**config.mk**
```make
export PLATFORM = sky130hd
export DESIGN_NAME = sram_bus_slave
export DESIGN_NICKNAME = d
export VERILOG_FILES = /design/src/rtl/sram_bus_slave.sv
export SDC_FILE = /design/constraint.sdc
export NUM_CORES = 1
export LEC_CHECK = 0
export BUFFER_PORTS_ARGS = -buffer_cell sky130_fd_sc_hd__buf_4
export CELL_PAD_IN_SITES_DETAIL_PLACEMENT = 0
export CELL_PAD_IN_SITES_GLOBAL_PLACEMENT = 2
export CORE_ASPECT_RATIO = 2
export CORE_MARGIN = 2
export CORE_UTILIZATION = 25
export CTS_BUF_LIST = sky130_fd_sc_hd__clkbuf_4 sky130_fd_sc_hd__clkbuf_8
export DETAILED_ROUTE_END_ITERATION = 8
export PLACE_DENSITY = 0.75
export RECOVER_POWER = 25
export SLEW_MARGIN = 20
export SYNTH_ARGS = -nofsm -noshare
export SYNTH_HDL_FRONTEND = slang
export SYNTH_SLANG_ARGS = --single-unit
export TNS_END_PERCENT = 20
```
**constraint.sdc**
```tcl
create_clock -name i_clk -period 1.64 [get_ports i_clk]
set_clock_uncertainty 0.15 [all_clocks]
set_input_delay 0.164 -clock i_clk [delete_from_list [all_inputs] [get_ports i_clk]]
set_output_delay 0.164 -clock i_clk [all_outputs]
set_load 0.03 [all_outputs]
```
**src/rtl/sram_bus_slave.sv**
```systemverilog
// Bus slave that turns each 8-bit bus transaction into one timed cycle on an async SRAM.
// Every output is a register; the SRAM strobes are produced from the next state.
module sram_bus_slave #(
  parameter int WAIT_STATES = 1
) (
  input  logic        i_clk,
  input  logic        i_reset,
  input  logic [15:0] i_addr,
  input  logic [7:0]  i_dat,
  output logic [7:0]  o_dat,
  input  logic        i_cs,
  input  logic        i_we,
  output logic        o_ack,
  output logic [15:0] o_sram_addr,
  input  logic [7:0]  i_sram_dat,
  output logic [7:0]  o_sram_dat,
  output logic        o_sram_dat_oe,
  output logic        o_sram_ce_n,
  output logic        o_sram_oe_n,
  output logic        o_sram_we_n
);

  typedef enum logic [2:0] {
    ST_IDLE    = 3'd0,
    ST_SETUP   = 3'd1,
    ST_ACCESS  = 3'd2,
    ST_ACK     = 3'd3,
    ST_RECOVER = 3'd4
  } state_t;

  localparam logic [3:0] WAIT_LOAD = 4'(WAIT_STATES);

  state_t     state_r;
  state_t     state_next_s;
  logic [3:0] wait_cnt_r;
  logic       we_r;
  logic       start_s;
  logic       last_access_s;
  logic       we_next_s;
  logic       ce_n_s;
  logic       oe_n_s;
  logic       we_n_s;
  logic       dat_oe_s;
  logic       ack_s;

  assign start_s       = (state_r == ST_IDLE) && i_cs;
  assign last_access_s = (wait_cnt_r == 4'd0);
  // The direction of the cycle being entered: fresh from the bus when starting, latched otherwise.
  assign we_next_s     = (state_r == ST_IDLE) ? i_we : we_r;

  // State register
  always_ff @(posedge i_clk) begin
    if (i_reset) begin
      state_r <= ST_IDLE;
    end else begin
      state_r <= state_next_s;
    end
  end

  // Next-state logic; dropping cs before ACK aborts straight into bus turnaround
  always_comb begin
    state_next_s = ST_IDLE;
    case (state_r)
      ST_IDLE:    state_next_s = i_cs ? ST_SETUP : ST_IDLE;
      ST_SETUP:   state_next_s = i_cs ? ST_ACCESS : ST_RECOVER;
      ST_ACCESS: begin
        if (!i_cs) begin
          state_next_s = ST_RECOVER;
        end else if (last_access_s) begin
          state_next_s = ST_ACK;
        end else begin
          state_next_s = ST_ACCESS;
        end
      end
      ST_ACK:     state_next_s = ST_RECOVER;
      ST_RECOVER: state_next_s = ST_IDLE;
      default:    state_next_s = ST_IDLE;
    endcase
  end

  // SRAM strobe values for the state about to be entered
  always_comb begin
    ce_n_s   = 1'b1;
    oe_n_s   = 1'b1;
    we_n_s   = 1'b1;
    dat_oe_s = 1'b0;
    ack_s    = 1'b0;
    case (state_next_s)
      ST_SETUP: begin
        ce_n_s = 1'b0;
        if (we_next_s) begin
          dat_oe_s = 1'b1;
        end else begin
          oe_n_s = 1'b0;
        end
      end
      ST_ACCESS: begin
        ce_n_s = 1'b0;
        if (we_next_s) begin
          dat_oe_s = 1'b1;
          we_n_s   = 1'b0;
        end else begin
          oe_n_s = 1'b0;
        end
      end
      ST_ACK: begin
        ce_n_s = 1'b0;
        ack_s  = 1'b1;
        if (we_next_s) begin
          dat_oe_s = 1'b1;
        end else begin
          dat_oe_s = 1'b0;
        end
      end
      default: begin
        ce_n_s = 1'b1;
      end
    endcase
  end

  // Transaction latch, wait-state counter and registered outputs
  always_ff @(posedge i_clk) begin
    if (i_reset) begin
      wait_cnt_r    <= 4'd0;
      we_r          <= 1'b0;
      o_dat         <= 8'h00;
      o_ack         <= 1'b0;
      o_sram_addr   <= 16'h0000;
      o_sram_dat    <= 8'h00;
      o_sram_dat_oe <= 1'b0;
      o_sram_ce_n   <= 1'b1;
      o_sram_oe_n   <= 1'b1;
      o_sram_we_n   <= 1'b1;
    end else begin
      o_ack         <= ack_s;
      o_sram_dat_oe <= dat_oe_s;
      o_sram_ce_n   <= ce_n_s;
      o_sram_oe_n   <= oe_n_s;
      o_sram_we_n   <= we_n_s;
      if (start_s) begin
        we_r        <= i_we;
        o_sram_addr <= i_addr;
        if (i_we) begin
          o_sram_dat <= i_dat;
        end
      end
      if (state_r == ST_SETUP) begin
        wait_cnt_r <= WAIT_LOAD;
      end else if ((state_r == ST_ACCESS) && !last_access_s) begin
        wait_cnt_r <= wait_cnt_r - 4'd1;
      end
      if ((state_r == ST_ACCESS) && i_cs && last_access_s && !we_r) begin
        o_dat <= i_sram_dat;
      end
    end
  end

endmodule
```
==> results of run 1 <==
==> logic make-up (layout without fill, tap and decap cells) <==
kind of cell    after synthesis  in the layout  share of synthesized area
compound gates               45             45                      0.132
fa+ha+maj                     2              2                     0.0137
buf+inv                      20            133                     0.0533
flops                        45             45                      0.492
mux                           9              9                     0.0492
simple gates                 88             88                      0.260
==> report_power, final <==
| part | switching (uW) | internal (uW) |
|---|---|---|
| combinational | 256 | 243 |
| sequential | 27.3 | 1140 |
| clock | 377 | 514 |
==> timing repair <==
item                                   in CTS  in global routing
setup endpoints to repair                   8                 20
resized for setup                           5                  6
endpoints found under the hold margin      32                  0
pin swaps                                   2                  1
hold buffers                               32                  0
==> per-layer routing <==
layer,vias to the layer above,track usage,share of wire,routed length (um)
met5,-,0,0,0
met4,0,0.0488,0.016,82
met3,6,0.0423,0.072,368
met2,65,0.244,0.50,2560
met1,815,0.147,0.41,2090
li1,928,-,-,-
==> metrics by stage <==
| step | hold WS (ns) | std cells |
|---|---|---|
| finish | 0.0261 | 414 |
| global route | 0.0323 | 414 |
| CTS | 0.0152 | 414 |
| detailed placement | 0.273 | 374 |
| global placement | 0.262 | 374 |
| floorplan | 0.150 | 209 |
==> worst reg2reg max path: stages, from the launching register on <==
cell	delay, ns
dfxtp_2	0.33
buf_6	0.11
or4b_4	0.48
or4_4	0.43
a21oi_2	0.13
==> flip-flops by register name (all words and copies together), names as in the netlist <==
register / count
o_sram_ce_n: 1
o_sram_dat_oe: 1
o_sram_we_n: 1
we_r: 1
o_ack: 1
state_r: 3
o_sram_dat: 8
wait_cnt_r: 4
o_sram_addr: 16
o_sram_oe_n: 1
o_dat: 8
==> placed cells by master (no fill, tap or decap), types with 4 or more instances in the layout <==
master / Yosys / routed
nand2_1: 38 / 38
a21oi_1: 27 / 26
dlygate4sd3_1: 0 / 32
mux2i_1: 9 / 9
buf_4: 1 / 70
nor2_1: 5 / 5
clkbuf_8: 0 / 6
nand3_1: 9 / 9
o21ai_0: 12 / 12
nand2b_1: 18 / 18
clkbuf_1: 9 / 15
inv_1: 5 / 4
dfxtp_1: 45 / 43
==> cell type report <==
cell class	count	area, um^2	area share
repair buffers	120	953	0.318
flip-flops and latches	45	903	0.302
multi-input cells	144	885	0.295
well taps	92	115	0.0384
clock buffers	7	90.1	0.0301
clock inverters	1	30.0	0.0100
inverters	5	18.8	0.00627
==> cells in the mapped netlist (all sizes together) <==
library cell | number | area [um^2]
o21ai | 12 | 60.1
nand4bb | 1 | 11.3
nor4 | 2 | 27.5
or3b | 1 | 8.76
a21boi | 1 | 7.51
o21bai | 1 | 7.51
mux2i | 9 | 90.1
nor2 | 5 | 18.8
nand4 | 1 | 6.26
a211oi | 1 | 7.51
nand3 | 9 | 45.0
or2 | 1 | 6.26
clkbuf | 9 | 33.8
or4 | 2 | 15.0
buf | 6 | 45.0
ha | 2 | 25.0
dfxtp | 45 | 901
nand2b | 18 | 113
a311oi | 2 | 17.5
a21oi | 27 | 135
or3 | 1 | 7.51
a31oi | 1 | 6.26
nor3 | 2 | 10.0
nor3b | 2 | 15.0
or4b | 2 | 20.0
nand2 | 38 | 143
nor4b | 1 | 15.0
and2 | 1 | 6.26
and2b | 1 | 8.76
inv | 5 | 18.8
==> worst paths after layout <==
check	endpoint	depth (start not counted)
hold reg to reg	o_sram_addr[13]	2
setup / recovery	wait_cnt_r[3]	4
hold / removal	we_r	3
setup reg to reg	wait_cnt_r[3]	4
==> reports/results.ini, run 1 <==
[sta]
min_period_over_period = 1.03
rsz0062_at_grt = yes
setup_violations = 1
timing.slew.headroom = 0.646
final.setup.tns_ns = -0.0468
final_max_slew_viol_count = 0
hold_viol = 0
max_freq_ghz = 0.593
worstMarginPinSlew_ns = 0.529
setup_ws_ns = -0.0468
post-route-min-period_ns = 1.69

[floorplan]
io_pins = 73
die_w_um = 64.5
rows = 44
coreArea_um2 = 7160
die_y_um = 125
die-area_um2 = 8070
start_util = 0.256

[synth]
synth_fp_nets = 247
synth_seq_area_share = 0.492
synth_cell_types = 33
ys_ff_latch = 45
synth_cells = 209
syn_area_um2 = 1830
synth_warnings = 0
synth_area_per_cell_um2 = 8.76

[placed_design]
postPlaceCellArea_um2 = 2560
dpl.hpwl_um = 3570
place.gp.congestion = 0.716
io_buffers = 72
place_ws_ns = -0.0948

[final_layout]
antenna_cells = 0
drive_gt1_frac = 0.292
design_area_um2 = 3000
final_nets = 359
area_delta_synth_final_pct = 63.5
final_util = 0.419
fill_cells = 745

[global_route]
grt_max_degree = 25
grt_usage = 0.136
antenna_found_initial = 0
grt_first_pass_wirelength_um = 8810
overflow = 0
grt_pass1_vias = 1954

[setup_path]
critical_path.max_fanout = 4
regToRegSetupSlack_ns = -0.05
startpoint = wait_cnt_r[0]
critPathLaunchType = register
worstSetupPathType = reg2reg
path_delay_family = simple AND/OR/NAND/NOR gates
crit_buf_inv = 1
crit_path_end_kind = register
cp.required_ns = 1.73
reg2reg_from = wait_cnt_r[0]
path_cells = buf_6 -> or4b_4 -> or4_4 -> a21oi_2
slowest_delay_ns = 0.48
worstPathArrival_ns = 1.78
slowest_stage = or4b_4

[clock_tree]
cts_inserted_buffers = 5
insertion_delay_ns = 0.30
postCtsSetupRepairBufs = 0
root_buffer = clkbuf_8
cts_tree = done
clock_sinks = 45
cts_max_level = 2
cts_buffer_depth = 2
path_clk_slew_ns = 0.08

[pwr]
power_uw = 2560
leakagePower_uw = 0.00121
power_density_nw_per_um2 = 855
ir_drop_v = 0.000584

[drt]
wirelength_um = 5100
vias_per_cell = 4.38
num_vias = 1814
wl_per_cell_um = 12.3
drc = 0
drtIter0Drc = 40
dr.pass1.iters = 4
ant_nets = 0

[flow_run]
max-cap-violations = 0

[run_status]
run_status = finished with violations
violations = negative setup slack

[worst_hold_path]
hp-class = in2reg
holdCritStartpoint = i_we

No activity file was read; power rests on OpenSTA's default activity.
==> run 2: changes to the inputs <==
==> constraint.sdc (replaced) <==
create_clock -name i_clk -period 1.64 [get_ports i_clk]
set_clock_uncertainty 0.15 [all_clocks]
set_input_delay 0.082 -clock i_clk [delete_from_list [all_inputs] [get_ports i_clk]]
set_output_delay 0.082 -clock i_clk [all_outputs]
set_load 0.03 [all_outputs]
==> run 2 against run 1 <==
Net effect: the flow still finishes with violations (negative setup slack); wire length rose by 0.51%; sequential power barely moved; core utilization barely moved; critical path depth is the same; clock power shrank 14%; combinational power increased by 2%; maximum frequency down 0.62%; count of clock-buffer cells in the layout is the same; largest cell class unchanged.
==> reports/results.ini, run 2 (synthesized netlist as in run 1, its figures left out) <==
[sta]
final.setup.tns_ns = -0.0573  ; was -0.0468 ns
max_freq_ghz = 0.589  ; was 0.593 GHz
timing.slew.headroom = 0.692  ; was 0.646
hold_viol = 0  ; unchanged
rsz0062_at_grt = yes  ; unchanged
final_max_slew_viol_count = 0  ; unchanged
setup_violations = 1  ; unchanged
post-route-min-period_ns = 1.70  ; was 1.69 ns
setup_ws_ns = -0.0573  ; was -0.0468 ns
min_period_over_period = 1.03  ; about the same
worstMarginPinSlew_ns = 0.461  ; was 0.529 ns

[final_layout]
final_common_cell = buf_4  ; unchanged
area_delta_synth_final_pct = 63.7  ; was 63.5%
layout_common_cells = 66 x buf_4, 41 x dfxtp_1, 38 x nand2_1  ; was 70 x buf_4, 43 x dfxtp_1, 38 x nand2_1
final_cell_count_no_fill = 415  ; was 414
regArea_um2 = 906  ; was 903 um^2
design_area_um2 = 3000  ; about the same
largest_reg_flops = 16  ; unchanged
top_register = o_sram_addr  ; unchanged
final_nets = 360  ; was 359
multi_input_area_um2 = 895  ; was 885 um^2
final_util = 0.419  ; about the same
fill_cells = 727  ; was 745
antenna_cells = 0  ; unchanged
reg_top3 = o_sram_addr (16), o_dat (8), o_sram_dat (8)  ; unchanged
drive_gt1_frac = 0.297  ; was 0.292

[floorplan]
die_y_um = 125  ; unchanged
die_w_um = 64.5  ; unchanged
coreArea_um2 = 7160  ; unchanged
start_util = 0.256  ; unchanged
rows = 44  ; unchanged
io_pins = 73  ; unchanged
die-area_um2 = 8070  ; unchanged

[global_route]
antenna_found_initial = 0  ; unchanged
overflow = 0  ; unchanged
grt_max_degree = 47  ; was 25
grt_usage = 0.134  ; was 0.136
grt_first_pass_wirelength_um = 8490  ; was 8810 um
grt_pass1_vias = 1851  ; was 1,954

[setup_path]
crit_path_end_kind = register  ; unchanged
worstSetupPathType = reg2reg  ; unchanged
worstPathArrival_ns = 1.79  ; was 1.78 ns
critical_path.max_fanout = 4  ; unchanged
ff2ff_path_depth = 4  ; unchanged
cp.required_ns = 1.74  ; was 1.73 ns
critPathLaunchType = register  ; unchanged
regToRegSetupSlack_ns = -0.06  ; was -0.05 ns

[pwr]
pwr-share-seq = 0.479  ; was 0.457
leakagePower_uw = 0.00120  ; was 0.00121 uW
p_comb_frac = 0.208  ; was 0.195
p_int_uw = 1770  ; was 1900 uW
ir_drop_v = 0.000570  ; was 0.000584 V
p_sw_frac = 0.274  ; was 0.258
clockPowerShare = 0.312  ; was 0.348
p_switching_uw = 668  ; was 661 uW
power_density_nw_per_um2 = 814  ; was 855 nW/um^2

[placed_design]
postPlaceCellArea_um2 = 2550  ; was 2560 um^2
place_ws_ns = -0.107  ; was -0.0948 ns
io_buffers = 72  ; unchanged
place.gp.congestion = 0.713  ; was 0.716
dpl.hpwl_um = 3350  ; was 3570 um
dpl.cell_count = 373  ; was 374

[drt]
vias_per_cell = 4.41  ; was 4.38
ant_nets = 0  ; unchanged
wirelength_um = 5120  ; was 5100 um
wl_per_cell_um = 12.3  ; about the same
drc = 0  ; unchanged
num_vias = 1832  ; was 1,814
dr.pass1.iters = 4  ; unchanged
drtIter0Drc = 62  ; was 40

[worst_hold_path]
hold_depth = 2  ; was 3
hp-class = in2reg  ; unchanged

[clock_tree]
cts_buffer_depth = 2  ; unchanged
cts_max_level = 2  ; unchanged
cts_inserted_buffers = 5  ; unchanged
path_clk_slew_ns = 0.09  ; was 0.08 ns
postCtsSetupRepairBufs = 0  ; unchanged
cts_tree = done  ; unchanged
clock_sinks = 45  ; unchanged
insertion_delay_ns = 0.30  ; about the same
root_buffer = clkbuf_8  ; unchanged

[flow_run]
max-cap-violations = 0  ; unchanged

[run_status]
violations = negative setup slack  ; unchanged
run_status = finished with violations  ; unchanged

run 2: area by class of cell:
| cell class | instances | share of cell area |
|---|---|---|
| Sequential cell | 45 | 0.302 |
| Clock inverter | 1 | 0.00167 |
| Inverter | 5 | 0.00626 |
| Timing Repair Buffer | 121 | 0.321 |
| Clock buffer | 7 | 0.0321 |
| Tap cell | 92 | 0.0384 |
| Multi-Input combinational cell | 144 | 0.298 |
run 2: worst paths after layout:
kind | from | to
worst min register to register | o_sram_addr[8] | o_sram_addr[8]
worst min-delay path | i_reset | o_sram_dat[0]
worst max register to register | wait_cnt_r[0] | wait_cnt_r[3]
worst max-delay path | wait_cnt_r[0] | wait_cnt_r[3]
run 2: timing repair:
action / 4_1_cts / 5_1_grt
setup endpoints to repair: 7 / 24
pin swaps: 2 / 2
hold endpoints to repair: 35 / 0
gates resized for setup: 4 / 14
hold buffers: 34 / 0
run 2: critical path, stage by stage, from the launching register on:
cell	delay, ns
dfxtp_2	0.33
buf_4	0.14
or4b_4	0.48
or4_4	0.43
a21oi_2	0.11
run 2: power by group through the flow:
stage	combinational, uW	clock, uW	sequential [uW]
floorplan	165	0	1270
global placement	437	0	1190
detailed placement	442	0	1190
CTS	514	809	1170
global route	552	851	1180
finish	508	762	1170
run 2: stage by stage:
step,hold slack (ns),power [uW]
floorplan,0.0680,1440
global placement,0.179,1630
detailed placement,0.189,1640
CTS,0.0551,2490
global route,0.0838,2580
finish,0.0687,2440
run 2: layer usage:
metal / wire [um] / GRT usage / vias up
li1: - / - / 936
met2: 2520 / 0.225 / 65
met5: 0 / 0 / -
met1: 2160 / 0.154 / 823
met3: 349 / 0.0405 / 8
met4: 94 / 0.0563 / 0
